===== config.mk =====
export PLATFORM = sky130hd
export DESIGN_NAME = udp_tx_sched_flat
export DESIGN_NICKNAME = d
export VERILOG_FILES = /design/src/rtl/udp_tx_sched_pkg.sv /design/src/rtl/udp_tx_sched_if.sv /design/src/rtl/udp_tx_sched_arp_pend.sv /design/src/rtl/udp_tx_sched.sv /design/src/flat_wrapper.sv
export SDC_FILE = /design/constraint.sdc
export NUM_CORES = 1
export LEC_CHECK = 0
export ABC_CLOCK_PERIOD_IN_PS = 1700
export CORE_MARGIN = 4
export CORE_UTILIZATION = 42
export DETAILED_ROUTE_END_ITERATION = 8
export PLACE_DENSITY_LB_ADDON = 0.1
export SKIP_LAST_GASP = 1
export SLEW_MARGIN = 20
export SYNTH_ARGS = -nofsm -noshare
export SYNTH_HDL_FRONTEND = slang
export SYNTH_SLANG_ARGS = --single-unit

===== constraint.sdc =====
create_clock -name s_clk -period 1.7 [get_ports s_clk]
set_input_delay 0.255 -clock s_clk [delete_from_list [all_inputs] [get_ports s_clk]]
set_output_delay 0.255 -clock s_clk [all_outputs]
set_load 0.02 [all_outputs]

===== src/rtl/udp_tx_sched_pkg.sv =====
// Shared definitions for the udp_send transmit scheduler: state codes,
// frame-type select codes, address widths and timer sizing.
package udp_tx_sched_pkg;

   localparam int MAC_W = 48;
   localparam int IP_W  = 32;

   typedef enum logic [2:0] {
      SC_IDLE  = 3'd0,
      SC_SETUP = 3'd1,
      SC_GO    = 3'd2,
      SC_WAIT  = 3'd3,
      SC_BUSY  = 3'd4,
      SC_GAP   = 3'd5
   } sc_state_t;

   typedef enum logic {
      SC_SEL_UDP = 1'b0,
      SC_SEL_ARP = 1'b1
   } sc_sel_t;

   // Width of a saturating timer that must reach max(a, b)
   function automatic int tmr_width(input int a, input int b);
      return $clog2((a > b) ? a : b) + 1;
   endfunction

endpackage


===== src/rtl/udp_tx_sched_if.sv =====
// Launch/status bundle between the scheduler (master) and udp_send (slave).
interface udp_tx_sched_if;
   import udp_tx_sched_pkg::*;

   logic             go;
   logic             arp;
   logic [MAC_W-1:0] dst_mac;
   logic [IP_W-1:0]  dst_ip;
   logic             s_en;

   modport master (output go, arp, dst_mac, dst_ip, input s_en);
   modport slave  (input go, arp, dst_mac, dst_ip, output s_en);
endinterface


===== src/rtl/udp_tx_sched_arp_pend.sv =====
// One-entry ARP reply request latch. A request arriving while an entry is
// pending (and not being consumed) is dropped and reported with a pulse.
module udp_arp_pend
   import udp_tx_sched_pkg::*;
(
   input  logic             s_clk,
   input  logic             rst_n,
   input  logic             arp_req,
   input  logic [MAC_W-1:0] req_mac,
   input  logic [IP_W-1:0]  req_ip,
   input  logic             clr,
   output logic             pend,
   output logic [MAC_W-1:0] mac,
   output logic [IP_W-1:0]  ip,
   output logic             drop
);

   logic             pend_reg;
   logic [MAC_W-1:0] mac_reg;
   logic [IP_W-1:0]  ip_reg;
   logic             drop_reg;

   // Capture a new request when empty or when the old one is consumed this cycle
   always_ff @(posedge s_clk or negedge rst_n) begin
      if (!rst_n) begin
         pend_reg <= 1'b0;
         mac_reg  <= '0;
         ip_reg   <= '0;
         drop_reg <= 1'b0;
      end else begin
         drop_reg <= arp_req && pend_reg && !clr;
         if (arp_req && (!pend_reg || clr)) begin
            pend_reg <= 1'b1;
            mac_reg  <= req_mac;
            ip_reg   <= req_ip;
         end else if (clr) begin
            pend_reg <= 1'b0;
         end
      end
   end

   assign pend = pend_reg;
   assign mac  = mac_reg;
   assign ip   = ip_reg;
   assign drop = drop_reg;

endmodule


===== src/rtl/udp_tx_sched.sv =====
// Transmit scheduler in front of udp_send: alternates between pending ARP
// replies and ready UDP frames, sequences go/arp setup timing, watches s_en
// for frame start/end and holds off the next launch for the inter-frame gap.
module udp_tx_sched
   import udp_tx_sched_pkg::*;
#(
   parameter int FRAME_NIBBLES = 36,
   parameter int GAP_CLKS      = 24,
   parameter int START_TO      = 64,
   parameter int LVL_W         = 11
) (
   input  logic             s_clk,
   input  logic             rst_n,
   input  logic             arp_req,
   input  logic [MAC_W-1:0] arp_req_mac,
   input  logic [IP_W-1:0]  arp_req_ip,
   input  logic             udp_en,
   input  logic [LVL_W-1:0] fifo_level,
   input  logic [MAC_W-1:0] cfg_dst_mac,
   input  logic [IP_W-1:0]  cfg_dst_ip,
   udp_tx_sched_if.master   tx,
   output logic             busy,
   output logic             frame_done,
   output logic             arp_drop,
   output logic             start_err
);

   localparam int               TMR_W      = tmr_width(START_TO, GAP_CLKS);
   localparam logic [TMR_W-1:0] START_LAST = TMR_W'(START_TO - 1);
   localparam logic [TMR_W-1:0] GAP_LAST   = TMR_W'(GAP_CLKS - 1);
   localparam logic [TMR_W-1:0] TMR_MAX    = '1;
   localparam logic [LVL_W-1:0] FRAME_LVL  = LVL_W'(FRAME_NIBBLES);

   sc_state_t        state_reg, state_next;
   sc_sel_t          last_sel_reg, last_sel_next;
   logic [TMR_W-1:0] timer_reg, timer_next, timer_sat;
   logic             udp_rdy_reg;
   logic             go_next, arp_next, frame_done_next, start_err_next;
   logic [MAC_W-1:0] mac_next;
   logic [IP_W-1:0]  ip_next;

   logic             arp_pend, pend_clr, sel_arp, any_rdy;
   logic [MAC_W-1:0] pend_mac;
   logic [IP_W-1:0]  pend_ip;

   udp_arp_pend u_arp_pend (
      .s_clk   (s_clk),
      .rst_n   (rst_n),
      .arp_req (arp_req),
      .req_mac (arp_req_mac),
      .req_ip  (arp_req_ip),
      .clr     (pend_clr),
      .pend    (arp_pend),
      .mac     (pend_mac),
      .ip      (pend_ip),
      .drop    (arp_drop)
   );

   // When both sources are ready, pick the one not served last
   assign any_rdy   = arp_pend || udp_rdy_reg;
   assign sel_arp   = (arp_pend && udp_rdy_reg) ? (last_sel_reg == SC_SEL_UDP) : arp_pend;
   assign timer_sat = (timer_reg == TMR_MAX) ? timer_reg : timer_reg + 1'b1;

   // Next-state and registered-output decode
   always_comb begin
      state_next      = state_reg;
      last_sel_next   = last_sel_reg;
      timer_next      = timer_reg;
      go_next         = 1'b0;
      arp_next        = tx.arp;
      mac_next        = tx.dst_mac;
      ip_next         = tx.dst_ip;
      frame_done_next = 1'b0;
      start_err_next  = 1'b0;
      pend_clr        = 1'b0;
      case (state_reg)
         SC_IDLE: begin
            timer_next = '0;
            arp_next   = 1'b0;
            if (any_rdy) begin
               state_next    = SC_SETUP;
               arp_next      = sel_arp;
               mac_next      = sel_arp ? pend_mac : cfg_dst_mac;
               ip_next       = sel_arp ? pend_ip  : cfg_dst_ip;
               last_sel_next = sel_arp ? SC_SEL_ARP : SC_SEL_UDP;
               pend_clr      = sel_arp;
            end
         end
         SC_SETUP: begin
            state_next = SC_GO;
            go_next    = 1'b1;
            timer_next = '0;
         end
         SC_GO: begin
            // Timer is 0 in the go cycle, so it counts cycles since go
            state_next = SC_WAIT;
            arp_next   = 1'b0;
            timer_next = timer_sat;
         end
         SC_WAIT: begin
            if (tx.s_en) begin
               state_next = SC_BUSY;
            end else if (timer_reg == START_LAST) begin
               state_next     = SC_GAP;
               start_err_next = 1'b1;
               timer_next     = '0;
            end else begin
               timer_next = timer_sat;
            end
         end
         SC_BUSY: begin
            if (!tx.s_en) begin
               state_next      = SC_GAP;
               frame_done_next = 1'b1;
               timer_next      = '0;
            end
         end
         SC_GAP: begin
            if (timer_reg == GAP_LAST) begin
               state_next = SC_IDLE;
               timer_next = '0;
            end else begin
               timer_next = timer_sat;
            end
         end
         default: begin
            state_next = SC_IDLE;
            timer_next = '0;
         end
      endcase
   end

   // State, timer, readiness sample and output registers
   always_ff @(posedge s_clk or negedge rst_n) begin
      if (!rst_n) begin
         state_reg    <= SC_IDLE;
         last_sel_reg <= SC_SEL_UDP;
         timer_reg    <= '0;
         udp_rdy_reg  <= 1'b0;
         tx.go        <= 1'b0;
         tx.arp       <= 1'b0;
         tx.dst_mac   <= '0;
         tx.dst_ip    <= '0;
         busy         <= 1'b0;
         frame_done   <= 1'b0;
         start_err    <= 1'b0;
      end else begin
         state_reg    <= state_next;
         last_sel_reg <= last_sel_next;
         timer_reg    <= timer_next;
         udp_rdy_reg  <= udp_en && (fifo_level >= FRAME_LVL);
         tx.go        <= go_next;
         tx.arp       <= arp_next;
         tx.dst_mac   <= mac_next;
         tx.dst_ip    <= ip_next;
         busy         <= (state_next != SC_IDLE);
         frame_done   <= frame_done_next;
         start_err    <= start_err_next;
      end
   end

endmodule

===== src/flat_wrapper.sv =====
// flat-port wrapper written by rule: the top's interface ports become plain ports
module udp_tx_sched_flat import udp_tx_sched_pkg::*;
#(
   parameter int FRAME_NIBBLES = 36,
   parameter int GAP_CLKS      = 24,
   parameter int START_TO      = 64,
   parameter int LVL_W         = 11
)
  (s_clk, rst_n, arp_req, arp_req_mac, arp_req_ip, udp_en, fifo_level, cfg_dst_mac, cfg_dst_ip, busy, frame_done, arp_drop, start_err, tx_go, tx_arp, tx_dst_mac, tx_dst_ip, tx_s_en);
  udp_tx_sched_if tx_i ();
  input  logic s_clk;
  input  logic rst_n;
  input  logic arp_req;
  input  logic [MAC_W-1:0] arp_req_mac;
  input  logic [IP_W-1:0] arp_req_ip;
  input  logic udp_en;
  input  logic [LVL_W-1:0] fifo_level;
  input  logic [MAC_W-1:0] cfg_dst_mac;
  input  logic [IP_W-1:0] cfg_dst_ip;
  output logic busy;
  output logic frame_done;
  output logic arp_drop;
  output logic start_err;
  output wire logic [$bits(tx_i.go)-1:0] tx_go;
  output wire logic [$bits(tx_i.arp)-1:0] tx_arp;
  output wire logic [$bits(tx_i.dst_mac)-1:0] tx_dst_mac;
  output wire logic [$bits(tx_i.dst_ip)-1:0] tx_dst_ip;
  input wire logic [$bits(tx_i.s_en)-1:0] tx_s_en;
  assign tx_go = tx_i.go;
  assign tx_arp = tx_i.arp;
  assign tx_dst_mac = tx_i.dst_mac;
  assign tx_dst_ip = tx_i.dst_ip;
  assign tx_i.s_en = tx_s_en;
  udp_tx_sched #(.FRAME_NIBBLES(FRAME_NIBBLES), .GAP_CLKS(GAP_CLKS), .START_TO(START_TO), .LVL_W(LVL_W)) u_core (.s_clk(s_clk), .rst_n(rst_n), .arp_req(arp_req), .arp_req_mac(arp_req_mac), .arp_req_ip(arp_req_ip), .udp_en(udp_en), .fifo_level(fifo_level), .cfg_dst_mac(cfg_dst_mac), .cfg_dst_ip(cfg_dst_ip), .tx(tx_i), .busy(busy), .frame_done(frame_done), .arp_drop(arp_drop), .start_err(start_err));
endmodule

Word-level counts from Yosys, hierarchy flattened
Cells that the tools add are included.
- bits in registers: 179
- bits in latches: 0
- bits in writable memories: 0
- ROM bits: 0
- input port bits: 176
- output and inout bits: 86
- logic and storage cells: 70
- memories kept: 0
- add/sub/neg operators: 1
- $mul: 0
- div/mod/pow operators: 0
- magnitude comparators: 1
- eq/ne operators: 10
- shifts and indexed selects: 0
- muxes and demuxes: 27
- bitwise operators: 1
- reduce and logical (&&, ||, !) cells: 15
- operators by type and width (operator ; number):
    $mux 48 ; 1
    $mux 7 ; 5
    $mux 32 ; 1
    $pmux 7 s4 ; 1
    $pmux 3 s6 ; 1
    $mux 3 ; 5
    $mux 1 ; 12
    $ge 11x6->1 const B ; 1
    $add 7x1->7 const B ; 1
    $eq 7x5->1 const B ; 1
    $eq 7x6->1 const B ; 1
    $eq 7x7->1 const B ; 1
    $eq 3x2->1 const B ; 2
    $eq 3x3->1 const B ; 2
    $logic_and 1x1->1 ; 5
    $ne 2x2->1 const B ; 2
    $reduce_and 2->1 ; 2
    $reduce_bool 2->1 ; 2
    $eq 3x1->1 const B ; 1
    $logic_not 3->1 ; 1
    $reduce_bool 3->1 ; 1
    $logic_not 1->1 ; 2
    $logic_or 1x1->1 ; 2
    $pmux 1 s2 ; 1
    $not 1->1 ; 1

Depth between registers and ports, before layout
- depth in word-level cells: 7
- depth in mapped cells: 7
- gate-level depth less buffers: 5

Hierarchy
From an unflattened synthesis, not the netlist that was laid out.
- cells, all modules: 615
- area, all modules: 7657.3 um2
- by module, submodules not included (module ; times used ; cells an instance ; area each (um2) ; sequential area each (um2)):
    udp_tx_sched ; 1 ; 440 ; 4540.6 ; 2427.3
    udp_arp_pend ; 1 ; 175 ; 3116.7 ; 2052.0

Least setup slack after synthesis
No wires, ideal clock.
- path type: register -> register
- start point: register u_core.timer_reg[0]
- end point: register u_core.timer_reg[5]
- library setup time: 0.141 ns
- data arrival time: 1.567 ns
- data required time: 1.559 ns
- path slack: -0.008 ns
- cell stages (with the launch flop): 6
- buffers on the path: 0
- clock period less this slack: 1.708 ns
- cells stage by stage: dfrtp_1 -> ha_1 -> nand3_1 -> o311a_4 -> a2111oi_4 -> nor4_2
- word-level cells in the longest chain between the ends: 5
- elaborated cells on any way between the ends: 9
- those cells by class: 1 x add/sub; 3 x eq/ne; 5 x mux
- ends and longest elaborated chain (element ; line ; RTL):
    from (decl) ; udp_tx_sched.sv:36 ; logic [TMR_W-1:0] timer_reg, timer_next, timer_sat;
    from (signal assigned) ; udp_tx_sched.sv:150 ; timer_reg <= timer_next;
    $add 7x1->7 or $eq 7x7->1 (tied branches) ; udp_tx_sched.sv:62 ; assign timer_sat = (timer_reg == TMR_MAX) ? timer_reg : timer_reg + 1'b1;
    $mux 7 ; udp_tx_sched.sv:62 ;
    $mux 7 ; udp_tx_sched.sv:103 ; end else if (timer_reg == START_LAST) begin
    $mux 7 ; udp_tx_sched.sv:101 ; if (tx.s_en) begin
    $pmux 7 s4 (*) ; udp_tx_sched.sv:76 ; case (state_reg)
Every way passes the cells marked *; elsewhere a longest branch is shown, timed or not. The select of a mux whose other input is x is not followed.
A chain may end at the register's enable or synchronous reset.

Worst setup path in the final report
- start point: register u_core.state_reg[0]
- end point: register u_core.timer_reg[5]
- word-level cells in the longest chain between the ends: 3
- elaborated cells on any way between the ends: 8
- those cells by class: 6 x eq/ne; 1 x mux; 1 x reduce/logical
- ends and longest elaborated chain (element ; line ; RTL):
    from (decl) ; udp_tx_sched.sv:34 ; sc_state_t state_reg, state_next;
    from (signal assigned) ; udp_tx_sched.sv:148 ; state_reg <= state_next;
    $eq 3x3->1 or $eq 3x2->1 (tied branches) ; udp_tx_sched.sv:76 ;
    $ne 2x2->1 (no source line) ; -- ;
    $reduce_and 2->1 (no source line) ; -- ;
Several ways; a longest one is shown, not always the timed one.

==> run_results.csv <==
group,metric,value,unit
timing,rsz0062_at_grt,"yes",
synth,ys_types,46,
synth,synth_edf_count,0,
placement,place_ws,-164,ps
critical_path,crit_arrival,1980,ps
clock_tree,cts_tree,"yes",
synth,synthFlopType,"dfrtp_1",
grt,grt_pass1_vias,6426,
grt,track_usage,0.198,
job,maxCapViolations,0,
timing,drv_slew,0,
cells_and_area,area_growth_syn_to_layout,48.6,%
grt,use_met1,0.248,
grt,gr-usage-met3,0.0670,
synth,yosys.area_share.simple,0.0668,
grt,overflow,0,
timing,relSlewSlack,0.680,
placement,gp_congestion,0.793,
drt,routed_wl,21000,um
timing,setup_slack,17.7,ps
floorplanning,core_area,18700,um^2
floorplanning,io-pin-count,262,
clock_tree,cts_buffers,17,
critical_path,endpoint_kind,"flop",
timing,hold_slack,312,ps
floorplanning,die_y,146,um
synth,syn_area,8000,um^2
timing,hold_viol_final,0,
timing,min_period_over_period,0.990,
pwr,p_leak,0.00561,uW
pwr,power_density,1900,nW/um^2
timing,fmax,0.594,GHz
clock_tree,cts_buffer_depth,2,
synth,synth.top_cell.area_share,0.560,
drt,via_per_inst,5.03,
drt,dr.pass1.iters,4,
cells_and_area,layout.nets,1076,
synth,synthAdderAreaFrac,0.00156,
timing,setup_viol,0,
synth,yosys_warnings,0,
cells_and_area,fin_util,0.635,
synth,ys_top_cells_by_area,"dfrtp_1 56%, mux2_4 15%, mux2i_1 10%",
grt,grt_pass1_wl,34200,um
cells_and_area,layout_common_cells,"224 x clkdlybuf4s50_1, 176 x dfrtp_1, 86 x a21oi_1, 84 x nor2_1",
drt,post_drt_wl_per_cell,18.3,um
outcome,status,"finished, final reports clean",
floorplanning,die_w,146,um
cells_and_area,layout_commonest_cell,"clkdlybuf4s50_1",
floorplanning,core.rowCount,50,
synth,muxShareOfSynthArea,0.250,
synth,synth_seq_area_share,0.560,
synth,synth_top_area_cell,"dfrtp_1",
floorplanning,initial_core_util,0.428,
pwr,vdd_drop_max,0.876,mV
timing,skew,10.5,ps
critical_path,crit_required,1990,ps
grt,antenna_found_initial,1,
timing,tightest_slew,476,ps
synth,synth_top_family_by_area,"multiplexers",
synth,synth_seq_cells,179,
cells_and_area,fill_cells,1435,
critical_path,crit_fanout,6,
clock_tree,clock_latency,420,ps
drt,drc,0,
timing,finalCriticalPeriod,1680,ps
synth,syn_inst,619,
drt,vias,5763,
grt,busiest_layer,"met2",
synth,syn_avg_cell_area,12.9,um^2
clock_tree,clkSinkCount,179,
synth,synth_xor_area_frac,0,
cells_and_area,layout-drive-gt1-share,0.194,
drt,ant_nets,0,
synth,syn_nets,796,
clock_tree,h-tree-depth,4,
critical_path,path_class,"flop to flop",
grt,grt_max_degree,73,
critical_path,start_kind,"flop",
placement,portBuffers,259,
drt,drt_iter0_markers,299,
floorplanning,fp.dieArea,21300,um^2
synth,synthArstFlopShare,1.00,
clock_tree,cts-root-buf,"clkbuf_16",
worst_hold_path,hold_path_class,"input pin to async pin",
placement,dpl.hpwl,14800,um
synth,synth-compound-area-share,0.0860,
clock_tree,cts.reportedPaths.clkPinSlew,70,ps
grt,use_met2,0.324,
[worst max-delay path, cell delays in order (launching register included)]
cell	delay, ps
dfrtp_2	440
buf_12	150
and3b_1	170
a21o_2	230
a2111oi_2	480
nor4_4	90
[cells by family after synthesis]
kind of cell,Yosys count
adders and majority gates,1
muxes,160
and+or+nand+nor,118
DFF,179
buffers and inverters,42
AOI/OAI and AO/OA,119
[layout make-up]
type                    count  area (um^2)  area share
inverters                   3         11.3    0.000947
flip-flops and latches    179         4480       0.377
repair buffers            300         3170       0.267
diodes                      1         2.50    0.000211
clock buffers              17          425      0.0358
multi-input cells         398         3330       0.280
clock inverters            14          174      0.0146
well taps                 234          293      0.0246
[report_power, final]
group	total (uW)	leakage (uW)	internal (uW)	switching [uW]
Combinational	11000	0.00324	5870	5090
Clock	4070	0.000300	2330	1730
Sequential	7550	0.00207	6370	1180
Total	22600	0.00561	14600	8010
[through the flow]
stage	total power, uW	cell area, um^2	setup TNS, ps	instances
final	22600	11900	0	1146
after global routing	24000	11900	-523	1146
after CTS	22600	11700	0	1140
after detailed placement	18400	11000	-866	1106
after global placement	18000	11000	-640	1106
after floorplan	14300	8000	0	619
[cell usage after synthesis, types with 2 or more instances]
library cell and count:
a21oi_1 90, a311oi_1 2, a31oi_1 2, and3b_1 2, buf_2 27, buf_6 10
dfrtp_1 179, inv_1 2, mux2_4 80, mux2i_1 80, nand2_1 7, nand2b_1 2
nand3_1 2, nor2_1 84, nor3_1 5, nor3_2 2, nor4_1 2, o21a_1 3
o21ai_0 9, o22ai_1 2, o31a_1 2
[layer usage]
layer	up-vias	wire [um]
li1	2750	-
met1	2787	8830
met2	194	10100
met3	32	1500
met4	0	498
met5	-	0
[worst paths after layout]
check                                           startpoint                                end  slack [ps]  depth (start not counted)
hold reg to reg            u_core.last_sel_reg$_DFFE_PN0P_    u_core.last_sel_reg$_DFFE_PN0P_         500                          1
max in group asynchronous                            rst_n      u_core.state_reg[0]$_DFF_PN0_         780                          3
setup / recovery             u_core.state_reg[0]$_DFF_PN0_    u_core.timer_reg[5]$_DFFE_PN0P_          20                          5
hold / removal                                       rst_n  u_core.tx.dst_mac[31]$_DFFE_PN0P_         310                          2
min in group s_clk                                  udp_en       u_core.udp_rdy_reg$_DFF_PN0_         400                          2
setup reg to reg             u_core.state_reg[0]$_DFF_PN0_    u_core.timer_reg[5]$_DFFE_PN0P_          20                          5
[timing repair]
| item | CTS | global route |
|---|---|---|
| endpoints found under the setup margin | 29 | 64 |
| endpoints found under the hold margin | 34 | 0 |
| setup buffers | 2 | 4 |
| pin swaps | 2 | 3 |
| gates resized for setup | 7 | 52 |
| hold buffers | 1 | 0 |
| cloned | 0 | 1 |
Power figures use the tool's default switching activity.
